### config.mk
export PLATFORM = sky130hd
export DESIGN_NAME = fk_phase_sched
export DESIGN_NICKNAME = d
export VERILOG_FILES = /design/src/rtl/fk_pkg.sv /design/src/rtl/fk_resp_cnt.sv /design/src/rtl/fk_phase_sched.sv
export SDC_FILE = /design/constraint.sdc
export NUM_CORES = 1
export LEC_CHECK = 0
export BUFFER_PORTS_ARGS = -buffer_cell sky130_fd_sc_hd__buf_2
export CELL_PAD_IN_SITES_DETAIL_PLACEMENT = 0
export CELL_PAD_IN_SITES_GLOBAL_PLACEMENT = 1
export CORE_MARGIN = 2
export CORE_UTILIZATION = 40
export DETAILED_ROUTE_END_ITERATION = 7
export GPL_TIMING_DRIVEN = 0
export PLACE_DENSITY_LB_ADDON = 0.1
export SETUP_SLACK_MARGIN = 0.4
export SLEW_MARGIN = 40
export SYNTH_ARGS = -nofsm -noshare
export SYNTH_HDL_FRONTEND = slang
export SYNTH_SLANG_ARGS = --single-unit
### constraint.sdc
create_clock -name clk_6M -period 3.35 [get_ports clk_6M]
set_input_delay 0.5025 -clock clk_6M [delete_from_list [all_inputs] [get_ports clk_6M]]
set_output_delay 0.5025 -clock clk_6M [all_outputs]
set_load 0.02 [all_outputs]
### src/rtl/fk_pkg.sv
// fk_pkg: fk phase encoding and shared helpers for the fk phase scheduler.
// Revision 1.0
`default_nettype none

package fk_pkg;

  localparam int FK_W = 3;

  localparam logic [FK_W-1:0] FK_IDLE    = 3'd0;
  localparam logic [FK_W-1:0] FK_S_TXID  = 3'd1;
  localparam logic [FK_W-1:0] FK_S_RXFHS = 3'd2;
  localparam logic [FK_W-1:0] FK_S_ACKFHS = 3'd3;
  localparam logic [FK_W-1:0] FK_CONN_S  = 3'd4;
  localparam logic [FK_W-1:0] FK_M_TXFHS = 3'd5;
  localparam logic [FK_W-1:0] FK_M_RXACK = 3'd6;
  localparam logic [FK_W-1:0] FK_CONN_M  = 3'd7;

  function automatic int max2(input int a, input int b);
    return (a > b) ? a : b;
  endfunction

endpackage

`default_nettype wire

### src/rtl/fk_resp_cnt.sv
// fk_resp_cnt: wrapping response counter with clear > load-to-1 > increment priority.
// Revision 1.0
`default_nettype none

module fk_resp_cnt #(
  parameter int W = 6
) (
  input  logic         clk,
  input  logic         rst,
  input  logic         clr,
  input  logic         load,
  input  logic         incr,
  output logic [W-1:0] cnt
);

  always_ff @(posedge clk) begin
    if (rst) begin
      cnt <= '0;
    end else if (clr) begin
      cnt <= '0;
    end else if (load) begin
      cnt <= W'(1);
    end else if (incr) begin
      cnt <= cnt + W'(1);
    end
  end

endmodule

`default_nettype wire

### src/rtl/fk_phase_sched.sv
// fk_phase_sched: page / page-scan hop-kernel phase tracker with clkN1/clkE1 freeze counters.
// Revision 1.0
`default_nettype none

module fk_phase_sched
  import fk_pkg::*;
#(
  parameter int N_W       = 6,
  parameter int E_W       = 5,
  parameter int RESP_TO   = 8,
  parameter int MAX_RETRY = 4
) (
  input  logic            clk_6M,
  input  logic            rst,
  input  logic            fkset_p,
  input  logic            txbit_period,
  input  logic            rxbit_period,
  input  logic            scancase_fk_chg_p,
  input  logic            ps,
  input  logic            pagetmp,
  input  logic            mpr,
  input  logic            corre_threshold,
  input  logic            m_half_tslot_p,
  input  logic            m_tslot_p,
  input  logic            abort,
  input  logic            CLKN0,
  input  logic            CLKE0,
  input  logic            CLK0,
  input  logic            CLKE1,
  output logic [FK_W-1:0] fk_state,
  output logic            fk_chg_p,
  output logic            fk_chg_p_ff,
  output logic            fk_spr,
  output logic            fk_mpr,
  output logic [N_W-1:0]  counter_clkN1,
  output logic [E_W-1:0]  counter_clkE1,
  output logic            conn_done_p,
  output logic            resp_timeout_p
);

  localparam int CW = $clog2(max2(RESP_TO, MAX_RETRY) + 1);
  localparam logic [CW-1:0] MISS_LAST  = CW'(RESP_TO - 1);
  localparam logic [CW-1:0] RETRY_LAST = CW'(MAX_RETRY);

  logic [FK_W-1:0] state;
  logic [FK_W-1:0] state_nxt;
  logic [CW-1:0]   miss;
  logic [CW-1:0]   retry;
  logic            ack_seen;
  logic            chg;

  logic n1_load, n1_incr;
  logic miss_clr, miss_incr;
  logic retry_clr, retry_incr;
  logic ack_clr, ack_set;
  logic done_nxt, to_nxt;

  assign chg      = fkset_p & ~(txbit_period | rxbit_period);
  assign fk_chg_p = chg;
  assign fk_state = state;

  always_ff @(posedge clk_6M) begin
    if (rst) begin
      state <= FK_IDLE;
    end else begin
      state <= state_nxt;
    end
  end

  always_comb begin
    state_nxt  = state;
    n1_load    = 1'b0;
    n1_incr    = 1'b0;
    miss_clr   = 1'b0;
    miss_incr  = 1'b0;
    retry_clr  = 1'b0;
    retry_incr = 1'b0;
    ack_clr    = 1'b0;
    ack_set    = 1'b0;
    done_nxt   = 1'b0;
    to_nxt     = 1'b0;
    if (abort) begin
      state_nxt = FK_IDLE;
      miss_clr  = 1'b1;
      retry_clr = 1'b1;
      ack_clr   = 1'b1;
    end else begin
      case (state)
        FK_IDLE: begin
          // Slave scan hit takes precedence over a master ID response.
          if (ps & corre_threshold & fkset_p) begin
            state_nxt = FK_S_TXID;
            n1_load   = 1'b1;
          end else if (pagetmp & chg) begin
            state_nxt = FK_M_TXFHS;
            retry_clr = 1'b1;
          end
        end
        FK_S_TXID: begin
          if (chg) begin
            state_nxt = FK_S_RXFHS;
            n1_incr   = 1'b1;
            miss_clr  = 1'b1;
          end
        end
        FK_S_RXFHS: begin
          if (chg & corre_threshold) begin
            state_nxt = FK_S_ACKFHS;
          end else if (chg & CLKN0) begin
            // The final missed slot gives up rather than advancing clkN1.
            if (miss == MISS_LAST) begin
              state_nxt = FK_IDLE;
              to_nxt    = 1'b1;
            end else begin
              n1_incr   = 1'b1;
              miss_incr = 1'b1;
            end
          end
        end
        FK_S_ACKFHS: begin
          if (chg & CLKN0) begin
            state_nxt = FK_CONN_S;
            n1_incr   = 1'b1;
          end
        end
        FK_CONN_S, FK_CONN_M: begin
          if (chg & CLK0) begin
            state_nxt = FK_IDLE;
            done_nxt  = 1'b1;
          end
        end
        FK_M_TXFHS: begin
          if (chg) begin
            state_nxt = FK_M_RXACK;
            ack_clr   = 1'b1;
          end
        end
        FK_M_RXACK: begin
          ack_set = corre_threshold;
          if (m_half_tslot_p & (ack_seen | corre_threshold)) begin
            state_nxt = FK_CONN_M;
          end else if (chg & CLKE0 & ~ack_seen) begin
            if (retry == RETRY_LAST) begin
              state_nxt = FK_IDLE;
              to_nxt    = 1'b1;
            end else begin
              state_nxt  = FK_M_TXFHS;
              retry_incr = 1'b1;
            end
          end
        end
        default: state_nxt = FK_IDLE;
      endcase
    end
  end

  always_comb begin
    fk_spr = (state == FK_S_TXID) || (state == FK_S_RXFHS) || (state == FK_S_ACKFHS);
    fk_mpr = (state == FK_M_TXFHS) || (state == FK_M_RXACK);
  end

  always_ff @(posedge clk_6M) begin
    if (rst) begin
      miss           <= '0;
      retry          <= '0;
      ack_seen       <= 1'b0;
      fk_chg_p_ff    <= 1'b0;
      conn_done_p    <= 1'b0;
      resp_timeout_p <= 1'b0;
    end else begin
      if (miss_clr) begin
        miss <= '0;
      end else if (miss_incr) begin
        miss <= miss + CW'(1);
      end
      if (retry_clr) begin
        retry <= '0;
      end else if (retry_incr) begin
        retry <= retry + CW'(1);
      end
      if (ack_clr) begin
        ack_seen <= 1'b0;
      end else if (ack_set) begin
        ack_seen <= 1'b1;
      end
      fk_chg_p_ff    <= chg | scancase_fk_chg_p;
      conn_done_p    <= done_nxt;
      resp_timeout_p <= to_nxt;
    end
  end

  fk_resp_cnt #(.W(N_W)) u_cnt_clkn1 (
    .clk  (clk_6M),
    .rst  (rst),
    .clr  (1'b0),
    .load (n1_load),
    .incr (n1_incr),
    .cnt  (counter_clkN1)
  );

  // clkE1 follows master page response only, regardless of fk phase.
  fk_resp_cnt #(.W(E_W)) u_cnt_clke1 (
    .clk  (clk_6M),
    .rst  (rst),
    .clr  (~mpr),
    .load (1'b0),
    .incr (CLKE1 & m_tslot_p),
    .cnt  (counter_clkE1)
  );

endmodule

`default_nettype wire
# Yosys cells after proc, flatten, opt, wreduce, memory -nomap -nowiden
# Index checks and enable logic that the tools add are counted.
classes:
  n_reduce_logical: 14
  muxes: 50
  n_eq_ne: 17
  bitwise: 18
  n_addsub: 4
op_table:
  columns: ["op", "n"]
  rows:
  - ["3-bit two-way mux", 12]
  - ["1-bit two-way mux", 35]
  - ["3-bit one-hot mux with 7 select lines", 1]
  - ["2-bit OR reduction", 7]
  - ["3-bit == test (second input constant)", 4]
  - ["3-bit != test (second input constant)", 4]
  - ["1-bit bitwise AND", 11]
  - ["4-bit by 1-bit adder with 4-bit output (second input constant)", 2]
  - ["4-bit by 3-bit == test with 1-bit output (second input constant)", 2]
  - ["2-bit != test (second input constant)", 4]
  - ["8-bit AND reduction", 1]
  - ["6-bit by 1-bit adder with 6-bit output (second input constant)", 1]
  - ["3-bit by 2-bit == test with 1-bit output (second input constant)", 2]
  - ["5-bit by 1-bit adder with 5-bit output (second input constant)", 1]
  - ["1-bit NOT", 4]
  - ["3-bit by 1-bit == test with 1-bit output (second input constant)", 1]
  - ["3-bit logical NOT", 1]
  - ["1-bit logical OR", 3]
  - ["1-bit bitwise OR", 3]
  - ["1-bit one-hot mux with 3 select lines", 1]
  - ["3-bit OR reduction", 1]
  - ["1-bit one-hot mux with 2 select lines", 1]
  - ["2-bit nonzero test", 1]
totals:
  regBits: 26
  input_bits: 17
  output_inout_bits: 20

# Depth between registers and ports, before layout
logic_depth:
  ltp_word: 10
  mapped_depth: 7

# By module
# From an unflattened synthesis, not the netlist that was laid out.
unflattened:
  hier_cells: 175
  area_unflattened_um2: 1521.5
modules_own_cells:
  columns: ["module", "area_each_um2", "instances", "cells_each"]
  rows:
  - ["fk_phase_sched", 998.5, 1, 123]
  - ["fk_resp_cnt (u_cnt_clkn1)", 266.5, 1, 28]
  - ["fk_resp_cnt (u_cnt_clke1)", 256.5, 1, 24]

# Worst setup path before layout
# OpenSTA, ideal clock, no wires.
synth_timing:
  kind: "register to output"
  start: "register state[0], in the netlist fk_state[0]"
  end: "output port fk_mpr"
  path_stages_with_launch: 4
  n_path_buf: 1
  arrival_ns: 1.240
  required_ns: 2.847
  setup_slack_ns: 1.608
  cell_sequence: "dfxtp_1 buf_2 nor2b_1 o21a_1"
synth_between:
  elab_chain_cells: 2
  word_cells_on_any_way: 3
  classes_between: "2 x eq/ne; 1 x reduce/logical"
synth_lines:
  columns: ["element", "line_no", "source"]
  rows:
  - ["start, declared", "fk_phase_sched.sv:45", "logic [FK_W-1:0] state;"]
  - ["start signal, assigned", "fk_phase_sched.sv:66", "state <= state_nxt;"]
  - ["3-bit == test", "fk_phase_sched.sv:159", "fk_mpr = (state == FK_M_TXFHS) || (state == FK_M_RXACK);"]
  - ["1-bit logical OR (*)", "fk_phase_sched.sv:159", null]
  - ["end, declared", "fk_phase_sched.sv:34", "output logic fk_mpr,"]
# Every way passes the cells marked *; elsewhere a longest branch is shown, timed or not.

# Worst setup path after layout
# Same ends and word-level chain as after synthesis.

==> key figures <==
Clock network
  • Postcts setup bufs: 0
  • CTS tree: done
  • # resized after CTS: 0
  • CTS Buf Count: 3
  • CTS Root Cell: clkbuf_4
  • Clock sink count: 26
  • Clock insertion delay at the later pin of the skew report: 0.32 ns
  • H-tree Lvls: 1
  • Clock Path Buffers: 2
  • Clock transition at path regs: 0.15 ns
  • Hold_buf cts: 0

Power and ir drop
  • Leak: 0.703 nW
  • Combinational fraction of design power: 0.138
  • Maximum vdd drop: 0.158 mV
  • Sw power: 0.000155 W
  • Pwr Density: 356 nW/µm²
  • Flop pwr share: 0.512
  • Pwr Total: 0.000621 W
  • Internal Power: 0.000466 W
  • Sw frac: 0.249
  • Clock share of power: 0.351

STA
  • Fmax: 467 MHz
  • Ratio of final minimum period to clock period: 0.640
  • Final Hold Fails: 0
  • Worst-Margin Slew: 0.549 ns
  • Slew Limit Fails: 0
  • Tmin final: 2.14 ns
  • Max transition margin: 0.634
  • Final setup fails: 0
  • Hold_ws: 0.381 ns
  • RSZ-0062 raised after global routing: false
  • Clk_skew: 0.00335 ns
  • Setup TNS: 0 ns

Critical path
  • CP Launch Type: flip-flop
  • Crit path DAT: 1.64 ns
  • CP Capture Type: primary output
  • Critical Path Fanout Max: 10
  • CP Data Required Time: 2.85 ns
  • Critical path class: reg -> out
  • Worst r2r path cells: 5

Finish
  • Final nets: 234
  • Area delta synth->final: 20.0%
  • Antenna cells: 0
  • Layout cells sized above 1: 0.242

Synthesis
  • Flops & latches, synth: 26
  • Seq/Total Area, Yosys: 0.358
  • Share of the synthesized area in the top cell type: 0.358
  • Synth async-reset ratio: 0
  • Cell taking the most area after synthesis: dfxtp_1
  • Number of synthesized flops with an enable pin: 0
  • Top cells by area, synth: dfxtp_1 (36%), nor2_1 (6.7%), xnor2_1 (4.8%)
  • Most used DFF post-synth: dfxtp_1
  • Syn_nets: 193
  • Netlist cell types: 41
  • Syn avg cell area: 8.50 µm²
  • Ys Warns: 0
  • Post-synthesis cell count: 171
  • Synth Cell Area: 1450 µm²

Drt
  • Avg WL per Cell: 13.4 µm
  • # DRC: 0
  • Via density: 5.31
  • WL final: 3440 µm
  • Detailed Route Iter0 Violations: 49
  • Vias: 1365
  • DRT Pass-1 Iters: 4
  • ANT nets after route: 0

GRT
  • Pin count of the biggest net entering global routing: 16
  • Global Route Usage Sum: 0.173
  • Vias in the first global route: 1209
  • Grt total ovfl: 0
  • First-pass GRT wire length: 5560 µm
  • Initial antenna violation count: 0

Die
  • Die H: 64.3 µm
  • Number of core rows: 21
  • Die Wd: 64.3 µm
  • I/O pins: 37
  • Die ar.: 4130 µm²
  • Core Area: 3420 µm²
  • Initial Util: 0.426

Placement
  • Post-DP HPWL: 2710 µm
  • Routability-driven placement congestion ratio: 0.810
  • # port buffers: 36

Worst hold path
  • Hold Path Depth: 3
  • HP Class: in -> reg

Run status
  • Outcome: finished, final reports clean

Flow run
  • Maximum Capacitance Violations: 0
==> logic make-up after synthesis <==
| family | count (synthesis) | synth area share |
|---|---|---|
| and+or+nand+nor | 81 | 0.317 |
| AOI/OAI and AO/OA | 34 | 0.154 |
| adders and majority gates | 5 | 0.0430 |
| muxes | 3 | 0.0207 |
| xor gates and xnor gates | 13 | 0.0783 |
| DFF | 26 | 0.358 |
| buffers and inverters | 9 | 0.0293 |
==> per-layer routing <==
| layer | wire length (µm) | GRT usage | up-vias |
|---|---|---|---|
| li1 | - | - | 683 |
| met1 | 1520 | 0.207 | 647 |
| met2 | 1760 | 0.319 | 31 |
| met3 | 124 | 0.0211 | 4 |
| met4 | 39 | 0.0559 | 0 |
| met5 | 0 | 0 | - |
==> per-stage QoR <==
stage | util | instance area [µm²] | std cells | setup slack, ns
floorplan | - | 1450 | 171 | 1.61
global placement | 0.495 | 1690 | 253 | 1.39
detailed placement | 0.495 | 1690 | 253 | 1.39
CTS | 0.511 | 1740 | 257 | 1.19
global route | 0.511 | 1740 | 257 | 1.09
finish | 0.511 | 1740 | 257 | 1.21
==> critical path, stage by stage (launching register included) <==
cell and delay, ns:
dfxtp_1 0.42, buf_2 0.23, nor2b_1 0.34, o21a_1 0.18, buf_2 0.15
==> state kept, by name (all words and copies together), names as in the netlist <==
signal,count
retry,4
fk_chg_p_ff,1
ack_seen,1
u_cnt_clke1.cnt,5
resp_timeout_p,1
conn_done_p,1
u_cnt_clkn1.cnt,6
fk_state,3
miss,4
==> layout by cell type (no fill, tap or decap), drive strengths merged, types with 5 or more instances in the layout <==
| master | Yosys | routed |
|---|---|---|
| a21oi | 10 | 10 |
| buf | 2 | 38 |
| dfxtp | 26 | 26 |
| ha | 5 | 5 |
| inv | 6 | 6 |
| nand2 | 15 | 15 |
| nand3 | 9 | 9 |
| nor2 | 26 | 26 |
| nor2b | 6 | 6 |
| o21ai | 9 | 9 |
| xnor2 | 8 | 8 |
| xor2 | 5 | 5 |
==> cell type report <==
cell class              count  area (µm²)
plain buffers               3        20.0
inverters                   6        22.5
clock buffers               3        22.5
fillers                   352        1670
well taps                  46        57.6
multi-input cells         136         891
flip-flops and latches     26         520
clock inverters             1        30.0
repair buffers             36         180
==> final timing paths <==
| check | startpoint | to | slack (ns) |
|---|---|---|---|
| hold / removal | scancase_fk_chg_p | fk_chg_p_ff | 0.38 |
| setup / recovery | fk_state[0] | fk_mpr | 1.21 |
| hold reg to reg | miss[3] | miss[3] | 0.51 |
| setup reg to reg | fk_state[0] | miss[0] | 1.60 |
==> cells in the mapped netlist (2+ instances only) <==
cell      instances
dfxtp_1          26
a21oi_1          10
nand3_1           9
nor3_2            2
nand2_1          15
nand2b_1          2
o211ai_1          2
inv_1             6
or3_1             3
mux2i_1           3
o21a_1            3
o21ai_0           8
a31oi_1           2
nor2b_1           6
nor2_1           26
xor2_1            5
nor3_1            2
o31ai_1           2
and3_1            2
nand3b_1          4
ha_1              5
nor4_1            2
xnor2_1           8
==> power groups by stage <==
stage / clock (W) / sequential (W) / combinational (W)
2_1_floorplan: 0 / 0.000329 / 0.0000489
3_3_place_gp: 0 / 0.000324 / 0.0000846
3_5_place_dp: 0 / 0.000324 / 0.0000855
4_1_cts: 0.000225 / 0.000318 / 0.0000858
5_1_grt: 0.000239 / 0.000319 / 0.0000943
6_report: 0.000218 / 0.000318 / 0.0000856
(Power assumes the default switching activity.)
